===== config.mk =====
export PLATFORM = sky130hd
export DESIGN_NAME = memshare_rqst_profiler_flat
export DESIGN_NICKNAME = d
export VERILOG_FILES = /design/src/rtl/memshare_rqst_profiler_pkg.sv /design/src/rtl/memshare_rqst_profiler_if.sv /design/src/rtl/memshare_drc_classifier.sv /design/src/rtl/memshare_rqst_profiler.sv /design/src/flat_wrapper.sv
export SDC_FILE = /design/constraint.sdc
export NUM_CORES = 1
export LEC_CHECK = 0
export BUFFER_PORTS_ARGS = -buffer_cell sky130_fd_sc_hd__buf_4
export CAP_MARGIN = 15
export CORE_UTILIZATION = 50
export CTS_BUF_LIST = sky130_fd_sc_hd__clkbuf_4
export DETAILED_ROUTE_END_ITERATION = 16
export PLACE_DENSITY = 0.78
export SLEW_MARGIN = 20
export SYNTH_ARGS = -nofsm -noshare
export SYNTH_HDL_FRONTEND = slang
export SYNTH_SLANG_ARGS = --single-unit

===== constraint.sdc =====
create_clock -name sys_clk -period 2.5 [get_ports sys_clk]
set_input_delay 0.625 -clock sys_clk [delete_from_list [all_inputs] [get_ports sys_clk]]
set_output_delay 0.625 -clock sys_clk [all_outputs]
set_load 0.03 [all_outputs]

===== src/rtl/memshare_rqst_profiler_pkg.sv =====
// Shared memShare configuration: group geometry, DRC indices, bank groups
// and the arrival-tracker entry layout.
package memShare_config_pkg;

    localparam int unsigned SHARE_GROUP_SIZE        = 5;
    localparam logic [SHARE_GROUP_SIZE-1:0] SHARE_COL_CONFIG = 5'b10101;
    localparam int unsigned RQST_ADDR_BITWIDTH      = 2;
    localparam int unsigned ARR_RQST_TRACK_DEPTH    = 4;
    localparam int unsigned MAX_ALLOC_SEQ_NUM       = 2;
    localparam int unsigned L1PA_REGFILE_ADDR_WIDTH = 5;
    localparam int unsigned MEMSHARE_DRC_NUM        = 3;

    localparam int unsigned NUM_COL_BANKS = 1 << RQST_ADDR_BITWIDTH;
    localparam int unsigned HIT_CNT_W     = $clog2(SHARE_GROUP_SIZE + 1);
    localparam int unsigned TRACK_PTR_W   = $clog2(ARR_RQST_TRACK_DEPTH);
    localparam int unsigned TRACK_CNT_W   = $clog2(ARR_RQST_TRACK_DEPTH + 1);

    typedef enum logic [1:0] {
        DRC1_IDX = 2'd0,
        DRC2_IDX = 2'd1,
        DRC3_IDX = 2'd2
    } memShare_drc_index;

    typedef enum logic {
        GP1_BANK_GRP = 1'b0,
        GP2_BANK_GRP = 1'b1
    } colBank_addr_gropu_e;

    typedef enum logic [1:0] {
        IDLE,
        ISSUE0,
        ISSUE1
    } profiler_state_e;

    // nseq = 1 means the pattern needs two allocation sequences
    typedef struct packed {
        logic [SHARE_GROUP_SIZE-1:0] flag;
        logic                        nseq;
        logic [MEMSHARE_DRC_NUM-1:0] drc;
    } arr_rqst_entry_t;

    // Even column-bank addresses belong to GP1
    function automatic colBank_addr_gropu_e bank_group(input logic [RQST_ADDR_BITWIDTH-1:0] addr);
        return addr[0] ? GP2_BANK_GRP : GP1_BANK_GRP;
    endfunction

endpackage


===== src/rtl/memshare_rqst_profiler_if.sv =====
// Request-pattern handshake and regFile read bus of the memShare profiler.
interface memshare_rqst_profiler_if;
    import memShare_config_pkg::*;

    logic                                          rqst_valid;
    logic                                          rqst_ready;
    logic [SHARE_GROUP_SIZE-1:0]                   rqst_flag;
    logic [SHARE_GROUP_SIZE*RQST_ADDR_BITWIDTH-1:0] rqst_addr;
    logic                                          pipe_hold;
    logic                                          regfile_ren;
    logic [L1PA_REGFILE_ADDR_WIDTH-1:0]            regfile_raddr;
    logic                                          seq_ptr;
    logic [MEMSHARE_DRC_NUM-1:0]                   drc_err;
    logic [TRACK_CNT_W-1:0]                        track_cnt;

    modport slave (
        input  rqst_valid, rqst_flag, rqst_addr, pipe_hold,
        output rqst_ready, regfile_ren, regfile_raddr, seq_ptr, drc_err, track_cnt
    );

    modport master (
        output rqst_valid, rqst_flag, rqst_addr, pipe_hold,
        input  rqst_ready, regfile_ren, regfile_raddr, seq_ptr, drc_err, track_cnt
    );

endinterface


===== src/rtl/memshare_drc_classifier.sv =====
// Combinational shared-column hit counting and memShare DRC flags for one
// incoming request pattern.
module memshare_drc_classifier
    import memShare_config_pkg::*;
(
    input  logic [SHARE_GROUP_SIZE-1:0]                    rqst_flag,
    input  logic [SHARE_GROUP_SIZE*RQST_ADDR_BITWIDTH-1:0] rqst_addr,
    output arr_rqst_entry_t                                entry
);

    logic [HIT_CNT_W-1:0]          hit [NUM_COL_BANKS];
    logic [RQST_ADDR_BITWIDTH-1:0] bank;
    logic                          drc1;
    logic                          drc2;
    logic                          drc3;

    always_comb begin
        for (int unsigned b = 0; b < NUM_COL_BANKS; b++) begin
            hit[b] = '0;
        end
        bank = '0;
        drc2 = 1'b0;
        for (int unsigned i = 0; i < SHARE_GROUP_SIZE; i++) begin
            bank = rqst_addr[i*RQST_ADDR_BITWIDTH +: RQST_ADDR_BITWIDTH];
            if (rqst_flag[i]) begin
                if (SHARE_COL_CONFIG[i]) begin
                    hit[bank] = hit[bank] + HIT_CNT_W'(1);
                end else if (bank_group(bank) == GP1_BANK_GRP) begin
                    drc2 = 1'b1;
                end
            end
        end
    end

    always_comb begin
        drc1 = 1'b0;
        drc3 = 1'b0;
        for (int unsigned b = 0; b < NUM_COL_BANKS; b++) begin
            if (hit[b] == HIT_CNT_W'(MAX_ALLOC_SEQ_NUM)) drc1 = 1'b1;
            if (hit[b] >  HIT_CNT_W'(MAX_ALLOC_SEQ_NUM)) drc3 = 1'b1;
        end
    end

    always_comb begin
        entry                = '0;
        entry.flag           = rqst_flag;
        entry.nseq           = drc1;
        entry.drc[DRC1_IDX]  = drc1;
        entry.drc[DRC2_IDX]  = drc2;
        entry.drc[DRC3_IDX]  = drc3;
    end

endmodule


===== src/rtl/memshare_rqst_profiler.sv =====
// memShare request profiler: classifies arriving share-group patterns,
// queues them in the arrival tracker and issues tagged regFile page reads.
module memshare_rqst_profiler
    import memShare_config_pkg::*;
(
    input  logic                    sys_clk,
    input  logic                    rst,
    memshare_rqst_profiler_if.slave bus
);

    arr_rqst_entry_t                    in_entry;
    arr_rqst_entry_t                    track_mem [ARR_RQST_TRACK_DEPTH];
    arr_rqst_entry_t                    head;
    logic [TRACK_PTR_W-1:0]             wr_ptr;
    logic [TRACK_PTR_W-1:0]             rd_ptr;
    logic [TRACK_CNT_W-1:0]             count;
    logic                               push;
    logic                               pop;
    profiler_state_e                    state;
    profiler_state_e                    state_next;
    logic                               ren_d,   ren_q;
    logic [L1PA_REGFILE_ADDR_WIDTH-1:0] raddr_d, raddr_q;
    logic                               seq_d,   seq_q;
    logic [MEMSHARE_DRC_NUM-1:0]        drc_d,   drc_q;

    memshare_drc_classifier u_classifier (
        .rqst_flag (bus.rqst_flag),
        .rqst_addr (bus.rqst_addr),
        .entry     (in_entry)
    );

    // Ready depends on the registered count only, so a pop while full
    // does not raise it in the same cycle.
    assign bus.rqst_ready = (count < TRACK_CNT_W'(ARR_RQST_TRACK_DEPTH));
    assign push           = bus.rqst_valid && bus.rqst_ready && (bus.rqst_flag != '0);
    assign head           = track_mem[rd_ptr];

    always_ff @(posedge sys_clk) begin
        if (push) track_mem[wr_ptr] <= in_entry;
    end

    always_ff @(posedge sys_clk or posedge rst) begin
        if (rst) begin
            wr_ptr <= '0;
            rd_ptr <= '0;
            count  <= '0;
        end else begin
            if (push) wr_ptr <= wr_ptr + TRACK_PTR_W'(1);
            if (pop)  rd_ptr <= rd_ptr + TRACK_PTR_W'(1);
            case ({push, pop})
                2'b10:   count <= count + TRACK_CNT_W'(1);
                2'b01:   count <= count - TRACK_CNT_W'(1);
                default: count <= count;
            endcase
        end
    end

    always_ff @(posedge sys_clk or posedge rst) begin
        if (rst) state <= IDLE;
        else     state <= state_next;
    end

    // IDLE and ISSUE0 both issue the head as soon as it exists, which
    // gives the one-cycle accept-to-read latency.
    always_comb begin
        state_next = state;
        pop        = 1'b0;
        ren_d      = 1'b0;
        raddr_d    = '0;
        seq_d      = 1'b0;
        drc_d      = '0;
        if (!bus.pipe_hold) begin
            case (state)
                IDLE, ISSUE0: begin
                    if (count != '0) begin
                        if (head.drc[DRC2_IDX] || head.drc[DRC3_IDX]) begin
                            drc_d = head.drc;
                            pop   = 1'b1;
                        end else begin
                            ren_d              = 1'b1;
                            raddr_d            = L1PA_REGFILE_ADDR_WIDTH'(head.flag);
                            drc_d[DRC1_IDX]    = head.drc[DRC1_IDX];
                            if (head.nseq) state_next = ISSUE1;
                            else           pop        = 1'b1;
                        end
                    end
                end
                ISSUE1: begin
                    ren_d   = 1'b1;
                    raddr_d = L1PA_REGFILE_ADDR_WIDTH'(head.flag);
                    seq_d   = 1'b1;
                    pop     = 1'b1;
                end
                default: state_next = IDLE;
            endcase
            if (pop) begin
                state_next = ((count == TRACK_CNT_W'(1)) && !push) ? IDLE : ISSUE0;
            end
        end
    end

    always_ff @(posedge sys_clk or posedge rst) begin
        if (rst) begin
            ren_q   <= 1'b0;
            raddr_q <= '0;
            seq_q   <= 1'b0;
            drc_q   <= '0;
        end else begin
            ren_q   <= ren_d;
            raddr_q <= raddr_d;
            seq_q   <= seq_d;
            drc_q   <= drc_d;
        end
    end

    assign bus.regfile_ren   = ren_q;
    assign bus.regfile_raddr = raddr_q;
    assign bus.seq_ptr       = seq_q;
    assign bus.drc_err       = drc_q;
    assign bus.track_cnt     = count;

endmodule


===== src/flat_wrapper.sv =====
// flat-port wrapper written by rule: the top's interface ports become plain ports
module memshare_rqst_profiler_flat import memShare_config_pkg::*;
  (sys_clk, rst, bus_rqst_valid, bus_rqst_flag, bus_rqst_addr, bus_pipe_hold, bus_rqst_ready, bus_regfile_ren, bus_regfile_raddr, bus_seq_ptr, bus_drc_err, bus_track_cnt);
  memshare_rqst_profiler_if bus_i ();
  input  logic sys_clk;
  input  logic rst;
  input wire logic [$bits(bus_i.rqst_valid)-1:0] bus_rqst_valid;
  input wire logic [$bits(bus_i.rqst_flag)-1:0] bus_rqst_flag;
  input wire logic [$bits(bus_i.rqst_addr)-1:0] bus_rqst_addr;
  input wire logic [$bits(bus_i.pipe_hold)-1:0] bus_pipe_hold;
  output wire logic [$bits(bus_i.rqst_ready)-1:0] bus_rqst_ready;
  output wire logic [$bits(bus_i.regfile_ren)-1:0] bus_regfile_ren;
  output wire logic [$bits(bus_i.regfile_raddr)-1:0] bus_regfile_raddr;
  output wire logic [$bits(bus_i.seq_ptr)-1:0] bus_seq_ptr;
  output wire logic [$bits(bus_i.drc_err)-1:0] bus_drc_err;
  output wire logic [$bits(bus_i.track_cnt)-1:0] bus_track_cnt;
  assign bus_i.rqst_valid = bus_rqst_valid;
  assign bus_i.rqst_flag = bus_rqst_flag;
  assign bus_i.rqst_addr = bus_rqst_addr;
  assign bus_i.pipe_hold = bus_pipe_hold;
  assign bus_rqst_ready = bus_i.rqst_ready;
  assign bus_regfile_ren = bus_i.regfile_ren;
  assign bus_regfile_raddr = bus_i.regfile_raddr;
  assign bus_seq_ptr = bus_i.seq_ptr;
  assign bus_drc_err = bus_i.drc_err;
  assign bus_track_cnt = bus_i.track_cnt;
  memshare_rqst_profiler u_core (.sys_clk(sys_clk), .rst(rst), .bus(bus_i));
endmodule

# After elaboration in Yosys (flattened, before gate mapping)
# Memory sizes are Yosys's and may differ from the RTL's.
# Index checks and enable logic that the tools add are counted.
dict set report totals {
  reg_bits 19
  mem_bits_rw 36
  input_bits 19
  out_inout_bits 14
  wordCells 122
  memories 1
}
# name depth word_bits read_ports rd_clocked_by_memory_dff write_ports line_no
set mem_list {}
lappend mem_list {u_core.track_mem 4 9 1 0 1 memshare_rqst_profiler.sv:12} ;# arr_rqst_entry_t track_mem [ARR_RQST_TRACK_DEPTH];
dict set report classes {
  add_sub_neg 7
  order_cmp 11
  n_eq_ne 13
  mux 63
  bitwise_logic 5
  reduce_logical 14
}
# cell count
set ops {}
lappend ops {{12-bit two-way mux} 3}
lappend ops {{3-bit two-way mux} 12}
lappend ops {{1-bit two-way mux} 27}
lappend ops {{12-bit bitwise mux} 2}
lappend ops {{3-bit binary-select mux with 2-bit select} 3}
lappend ops {{3-bit demux with 2-bit select} 3}
lappend ops {{5-bit two-way mux} 3}
lappend ops {{3-bit by 1-bit adder with 3-bit output (second input constant)} 4}
lappend ops {{12-bit AND} 1}
lappend ops {{3-bit by 2-bit equality test with 1-bit output (second input constant)} 4}
lappend ops {{3-bit by 2-bit greater-than comparator with 1-bit output (second input constant)} 4}
lappend ops {{2-bit two-way mux} 5}
lappend ops {{5-bit one-hot mux with 2 select lines} 1}
lappend ops {{3-bit >= comparator (second input constant)} 3}
lappend ops {{3-bit by 1-bit less-than comparator with 1-bit output (second input constant)} 3}
lappend ops {{2-bit NOT with 3-bit output} 3}
lappend ops {{1-bit logical AND} 6}
lappend ops {{3-bit by 1-bit != test with 1-bit output (second input constant)} 2}
lappend ops {{3-bit one-hot mux with 2 select lines} 1}
lappend ops {{5-bit AND reduction} 1}
lappend ops {{5-bit nonzero test} 1}
lappend ops {{2-bit by 1-bit adder with 2-bit output (second input constant)} 2}
lappend ops {{2-bit by 1-bit equality test with 1-bit output (second input constant)} 2}
lappend ops {{2-bit equality test (second input constant)} 2}
lappend ops {{14 further kinds} 15}

# Logic depth before layout (Yosys ltp)
dict set report depth {
  depth_word 24
  depth_mapped 10
  ltp_nobuf 10
}

# Cells and area by module
# From an unflattened synthesis, not the netlist that was laid out.
dict set report unflattened {
  hier_cells 174
  hier_area_um2 2583.7
}
# mod n_inst cells_per_inst area_each_um2
set modules_own_cells {}
lappend modules_own_cells {memshare_rqst_profiler 1 124 2220.9}
lappend modules_own_cells {memshare_drc_classifier 1 50 362.8}

# Worst setup path before layout
# Ideal clock, no wire load.
dict set report synth_timing {
  path_type {input -> register}
  startpoint {in bus_rqst_addr[0]}
  endpoint {mem u_core.track_mem[0][3] in the netlist's numbering, data pin}
  t_arrival_ps 2184
  t_required_ps 2234
  path_slack_ps 50
  stages 8
  n_path_buf 1
  path_cell_list {clkbuf_1 > nand3b_1 > xor2_1 > mux4_2 > ha_1 > nand2_1 > nor2_1 > a22o_1}
}
dict set report synth_via {
  elab_chain_cells 24
}
# item line_no
set synth_rtl {}
lappend synth_rtl {{start: declaration} flat_wrapper.sv:9} ;# input wire logic [$bits(bus_i.rqst_addr)-1:0] bus_rqst_addr;
lappend synth_rtl {{2-bit NOT with 3-bit output (not written as such) (*)} memshare_drc_classifier.sv:27} ;# hit[bank] = hit[bank] + HIT_CNT_W'(1);
lappend synth_rtl {{3-bit binary-select mux with 2-bit select, or another cell as far along} memshare_drc_classifier.sv:27}
lappend synth_rtl {{3-bit two-way mux (not written as such) / 1-bit logical AND (equally long branches)} memshare_drc_classifier.sv:27}
lappend synth_rtl {{3-bit two-way mux (not written as such)} memshare_drc_classifier.sv:27}
lappend synth_rtl {{3-bit by 1-bit adder with 3-bit output / 3-bit demux with 2-bit select (equally long branches)} memshare_drc_classifier.sv:27}
lappend synth_rtl {{12-bit AND (no source line) (*)} -}
lappend synth_rtl {{12-bit two-way mux (*)} memshare_drc_classifier.sv:25} ;# if (rqst_flag[i]) begin
lappend synth_rtl {{3-bit binary-select mux with 2-bit select} memshare_drc_classifier.sv:27}
lappend synth_rtl {{(+6 left out)} -}
lappend synth_rtl {{3-bit two-way mux (not written as such) (2 in series)} memshare_drc_classifier.sv:27}
lappend synth_rtl {{3-bit by 1-bit adder with 3-bit output} memshare_drc_classifier.sv:27}
lappend synth_rtl {{12-bit bitwise mux} memshare_drc_classifier.sv:27}
lappend synth_rtl {{12-bit two-way mux (*)} memshare_drc_classifier.sv:25}
lappend synth_rtl {{3-bit by 2-bit equality test with 1-bit output} memshare_drc_classifier.sv:39} ;# if (hit[b] == HIT_CNT_W'(MAX_ALLOC_SEQ_NUM)) drc1 = 1'b1;
lappend synth_rtl {{1-bit two-way mux (3 in series)} memshare_drc_classifier.sv:39}
lappend synth_rtl {{1-bit two-way mux (*)} memshare_drc_classifier.sv:39}
lappend synth_rtl {{net u_core.u_classifier.drc1} memshare_drc_classifier.sv:13} ;# logic drc1;
lappend synth_rtl {{end: declaration} memshare_rqst_profiler.sv:12}
# Mark *: on every way through the listed nets, which the timed path passes. The rest lies on a longest branch. The select of a mux whose other input is x is not followed.

# Worst setup path after layout
dict set report layout_timing {
  startpoint {reg u_core.rd_ptr[0]}
  endpoint {reg u_core.count[2], in the netlist u_core.bus.track_cnt[2]}
}
dict set report layout_via {
  elab_chain_cells 9
}
# item line_no
set layout_rtl {}
lappend layout_rtl {{start: declaration} memshare_rqst_profiler.sv:15} ;# logic [TRACK_PTR_W-1:0] rd_ptr;
lappend layout_rtl {{start signal: assignment} memshare_rqst_profiler.sv:49} ;# if (pop) rd_ptr <= rd_ptr + TRACK_PTR_W'(1);
lappend layout_rtl {{memory 4 x 9 bit (*)} -}
lappend layout_rtl {{1-bit two-way mux / 1-bit logical OR (equally long branches)} {memshare_rqst_profiler.sv:83, memshare_rqst_profiler.sv:76}}
lappend layout_rtl {{1-bit two-way mux (*)} memshare_rqst_profiler.sv:76} ;# if (head.drc[DRC2_IDX] || head.drc[DRC3_IDX]) begin
lappend layout_rtl {{1-bit two-way mux (*)} memshare_rqst_profiler.sv:75} ;# if (count != '0) begin
lappend layout_rtl {{1-bit one-hot mux with 2 select lines (*)} memshare_rqst_profiler.sv:73} ;# case (state)
lappend layout_rtl {{1-bit two-way mux (*) (2 in series)} memshare_rqst_profiler.sv:72} ;# if (!bus.pipe_hold) begin
lappend layout_rtl {{net u_core.pop} memshare_rqst_profiler.sv:18} ;# logic pop;
lappend layout_rtl {{2-bit by 1-bit equality test with 1-bit output / 2-bit equality test (equally long branches)} memshare_rqst_profiler.sv:50} ;# case ({push, pop})
lappend layout_rtl {{3-bit one-hot mux with 2 select lines / 2-bit nonzero test (equally long branches)} -}
lappend layout_rtl {{end signal: assignment} memshare_rqst_profiler.sv:51} ;# 2'b10: count <= count + TRACK_CNT_W'(1);
lappend layout_rtl {{end signal: assignment} memshare_rqst_profiler.sv:52} ;# 2'b01: count <= count - TRACK_CNT_W'(1);
lappend layout_rtl {{end signal: assignment} memshare_rqst_profiler.sv:53} ;# default: count <= count;
lappend layout_rtl {{end: declaration} memshare_rqst_profiler.sv:16} ;# logic [TRACK_CNT_W-1:0] count;
# Marked as above.
# A chain may end at the register's enable or synchronous reset.

==> summary.md <==
| Metric | Value |
|---|---|
| Failing checks | design-rule violations |
| Worst EP arrival | roughly 2.7 ns |
| #FFs+latches synth | 51 |
| Slew @ Worst Pin | 0.6886 ns |
| Yosys cell types | 32 |
| Switching part of the total | 0.3596 |
| Port-buffer cells | 30 |
| Vias | roughly 1400 |
| RSZ-0062 raised after global routing | no |
| Fin area | 2705 um^2 |
| Number of enable flip-flop cells after synthesis | 32 |
| Routability cong. | 0.7585 |
| DRC Markers | 6 |
| Total CTS buffers | 5 |
| Initial drt markers | 66 |
| Clock power frac | 0.127 |
| Max incr delay on CP | 0.56 ns |
| Die area | approximately 5000 um^2 |
| Final Skew | approximately 0.0073 ns |
| Fin crit share | 0.9606 |
| ANT cells | 0 |
| Initial core utilization | 0.5296 |
| Maximum vdd drop | roughly 340 uV |
| DRT antenna net count | 0 |
| Cell family with most CP delay | simple AND/OR/NAND/NOR gates |
| Tot Pwr | 2.714 mW |
| Fin nets | 225 |
| Final Hold Viols | 0 |
| Mean Syn Cell Area | 14.80 um^2 |
| Part of the power in combinational logic | 0.423 |
| Sequential share of power | 0.450 |
| CP max FO | 4 |
| Share of cells above drive strength 1 | 0.2538 |
| Cell Pwr Density | 1003 nW/um^2 |
| Number of global-route vias before repair | 1394 |
| DR pass1 iterations | 11 |
| Worst hold path type | in -> async |
| Fraction of registers with async set/reset | 0.3725 |
| Cell count after synthesis | 159 |
| Post-CTS Repair Setup Buffers | 0 |
| Worst R2R End | u_core.bus.track_cnt[2]$_DFFE_PP0P_ |
| Clock Sink Count | 51 |
| F_max | 0.4164 GHz |
| GR Overflow Total | 0 |
| Worst path bufs/invs | 1 |
| I/O Pins | 33 |
| CTS tree | done |
| CTS clk-pin slew, worst paths | 0.14 ns |
| CTS root buffer | clkbuf_4 |
| Antenna violations before repair | 0 |
| Pleak | 1.119 nW |
| HPWL Detailed | between 2 and 3 mm |
| Reg2Reg Setup Slack | 0.1 ns |
| Top_reg_cell synth | edfxtp_1 |
| Worst endpoint required time | between 2 and 3 ns |
| Minimum clock period | 2.401 ns |
| Final Max Slew Viols | 0 |
| Clock Path Buffers | 2 |
| Cell Rows | 24 |
| Xor and xnor area share after synthesis | 0.05210 |
| Vias/cell | 5.502 |
| Global-route usage over all layers | 0.1698 |
| Die Y | between 70 and 80 um |
| Clk_lat worst skew | 0.36 ns |
| Adder-Cell Fraction of Synth Area | 0.05316 |
| Cells on worst reg2reg path | 7 |
| Cell Chain, Critical Path | mux4_2, or4b_4, o211ai_2, inv_1, ha_1, nor2_1, xnor2_1 |
| Outcome | finished, violations left |
| Syn_nets | approximately 190 |
| Largest family of logic cells by synthesized area | simple AND/OR/NAND/NOR gates |
| Sw power | approximately 1 mW |
| Die W | 70.61 um |
| Fillers | 353 |
| Largest net degree at the start of global routing | 20 |
| Max Cap Viol | 0 |
| CP Capture Type | register |
| First-pass GRT wire length | 6.354 mm |
| Area delta synth->final | 14.94% |
| Simple-gate share of the synthesized area | 0.1100 |
| Top cells by count, synth | edfxtp_1 (32), dfrtp_1 (19), inv_1 (12), ha_1 (10), xnor2_1 (8) |
| Startpoint types | register |
| Most common cell in the netlist | edfxtp_1 |
| Area fraction of the dominant cell type after synthesis | 0.4083 |
| Crit-path slowest cell | or4b_4 |
| Synthesis Warnings | 0 |
| Mux share of post-synthesis cell area | 0.09995 |
| Cell area after synthesis | 2354 um^2 |
| Final setup viols | 0 |
| Max-slew headroom | 0.5404 |
| Sequential share of the synthesized area | 0.6103 |
| Crit Path Class | reg -> reg |
| Yosys top cell by area | edfxtp_1 |
| Cell-internal power | approximately 1.7 mW |
| Post-synthesis compound-gate area fraction | 0.04572 |
| R2R Path Start | u_core.rd_ptr[0]$_DFFE_PP0P_ |
| H-tree levels | 2 |
| Synth area leaders | edfxtp_1 (41%), dfrtp_1 (20%), mux4_1 (6.7%), ha_1 (5.3%), xnor2_1 (3.0%) |
| Core Region | 4444 um^2 |
| Dpl cell area | 2651 um^2 |
| Detail-routed net length per standard cell | 15.31 um |
| Routed WL | roughly 3.8 mm |
worst register-to-register path, stage by stage (launching register included):
cell and delay (ns):
dfrtp_2 0.44, mux4_2 0.54, or4b_4 0.56, o211ai_2 0.11
inv_1 0.07, ha_1 0.35, nor2_1 0.15, xnor2_1 0.13
power groups by stage:
stage	sequential, mW	clock [mW]	combinational [mW]
floorplan	1.36	0	0.678
CTS	1.22	0.357	1.16
global route	1.25	0.391	1.26
finish	1.22	0.346	1.15
global placement	1.23	0	1.10
detailed placement	1.24	0	1.16
sequential cells by signal (all words and copies together), names as in the netlist:
register / count
u_core.track_mem: 32
u_core.bus.regfile_raddr: 5
u_core.bus.drc_err: 3
u_core.bus.track_cnt: 3
u_core.rd_ptr: 2
u_core.state: 2
u_core.wr_ptr: 2
u_core.bus.regfile_ren: 1
u_core.bus.seq_ptr: 1
layout by cell type, fill, tap and decap left out, types with 2 or more instances in the layout:
cell type	n
mux4_2	3
and2_1	7
inv_1	12
nand3b_1	4
ha_1	10
clkinv_2	3
nor3_1	2
clkbuf_4	5
xor2_1	6
or3_1	3
nor2b_1	7
xnor2_1	8
edfxtp_1	32
nand2_1	6
buf_4	34
nor3b_1	3
dfrtp_1	18
mux4_1	6
nand3_1	5
a22o_1	2
nor2_1	4
o21ai_0	5
layer usage:
metal,part of all wire,wire (um),track usage
met5,0,0,0
met4,0.015,59,0.05333
met3,0.037,142,0.04416
met2,0.55,2084,0.3161
met1,0.40,1527,0.1914
worst max path at each step:
| stage | to | slack [ns] | cells after the start | from |
|---|---|---|---|---|
| after global placement | u_core.track_mem[2][3]$_DFFE_PP_ | 0.04 | 8 | bus_rqst_addr[1] |
| after detailed placement | u_core.track_mem[0][3]$_DFFE_PP_ | -0.03 | 8 | bus_rqst_flag[2] |
| after floorplan | u_core.track_mem[0][3]$_DFFE_PP_ | 0.05 | 8 | bus_rqst_addr[0] |
| after global routing | u_core.bus.track_cnt[2]$_DFFE_PP0P_ | 0.02 | 7 | u_core.rd_ptr[0]$_DFFE_PP0P_ |
| after CTS | u_core.bus.track_cnt[2]$_DFFE_PP0P_ | 0.04 | 8 | u_core.rd_ptr[0]$_DFFE_PP0P_ |
| final | u_core.bus.track_cnt[2]$_DFFE_PP0P_ | 0.1 | 7 | u_core.rd_ptr[0]$_DFFE_PP0P_ |
final cells by class:
type | instances | area (um^2) | share of cell area
tap | 52 | 65.06 | 0.02405
inverter | 12 | 45.04 | 0.01665
clock buffer | 5 | 37.54 | 0.01388
sequential | 51 | 1438 | 0.5315
timing repair buffer | 34 | 255.2 | 0.09436
clock inverter | 3 | 15.01 | 0.005550
multi-input combinational | 92 | 849.6 | 0.3141
cell families (layout without fill, tap and decap cells):
logic type / count (synthesis) / in the layout
mux: 10 / 10
xor+xnor: 14 / 14
simple gates: 44 / 44
buf+inv: 16 / 54
flops: 51 / 51
compound gates: 14 / 14
fa+ha+maj: 10 / 10
per-stage QoR:
stage / TNS, ns / instances / util / hold WS [ns] / setup WS (ns)
2_1_floorplan: 0 / 159 / - / 0.4492 / 0.05017
3_3_place_gp: 0 / 241 / 0.5966 / 0.4632 / 0.04477
3_5_place_dp: -0.1177 / 241 / 0.5966 / 0.4666 / -0.02947
4_1_cts: 0 / 249 / 0.6084 / 0.3686 / 0.03980
5_1_grt: 0 / 249 / 0.6087 / 0.4020 / 0.01697
6_report: 0 / 249 / 0.6087 / 0.3568 / 0.09856
what timing repair did:
item	4_1_cts	5_1_grt
resized for setup	0	1
hold buffers	0	0
endpoints found under the hold margin	0	0
setup endpoints to repair	0	2
(Power assumes the default switching activity.)
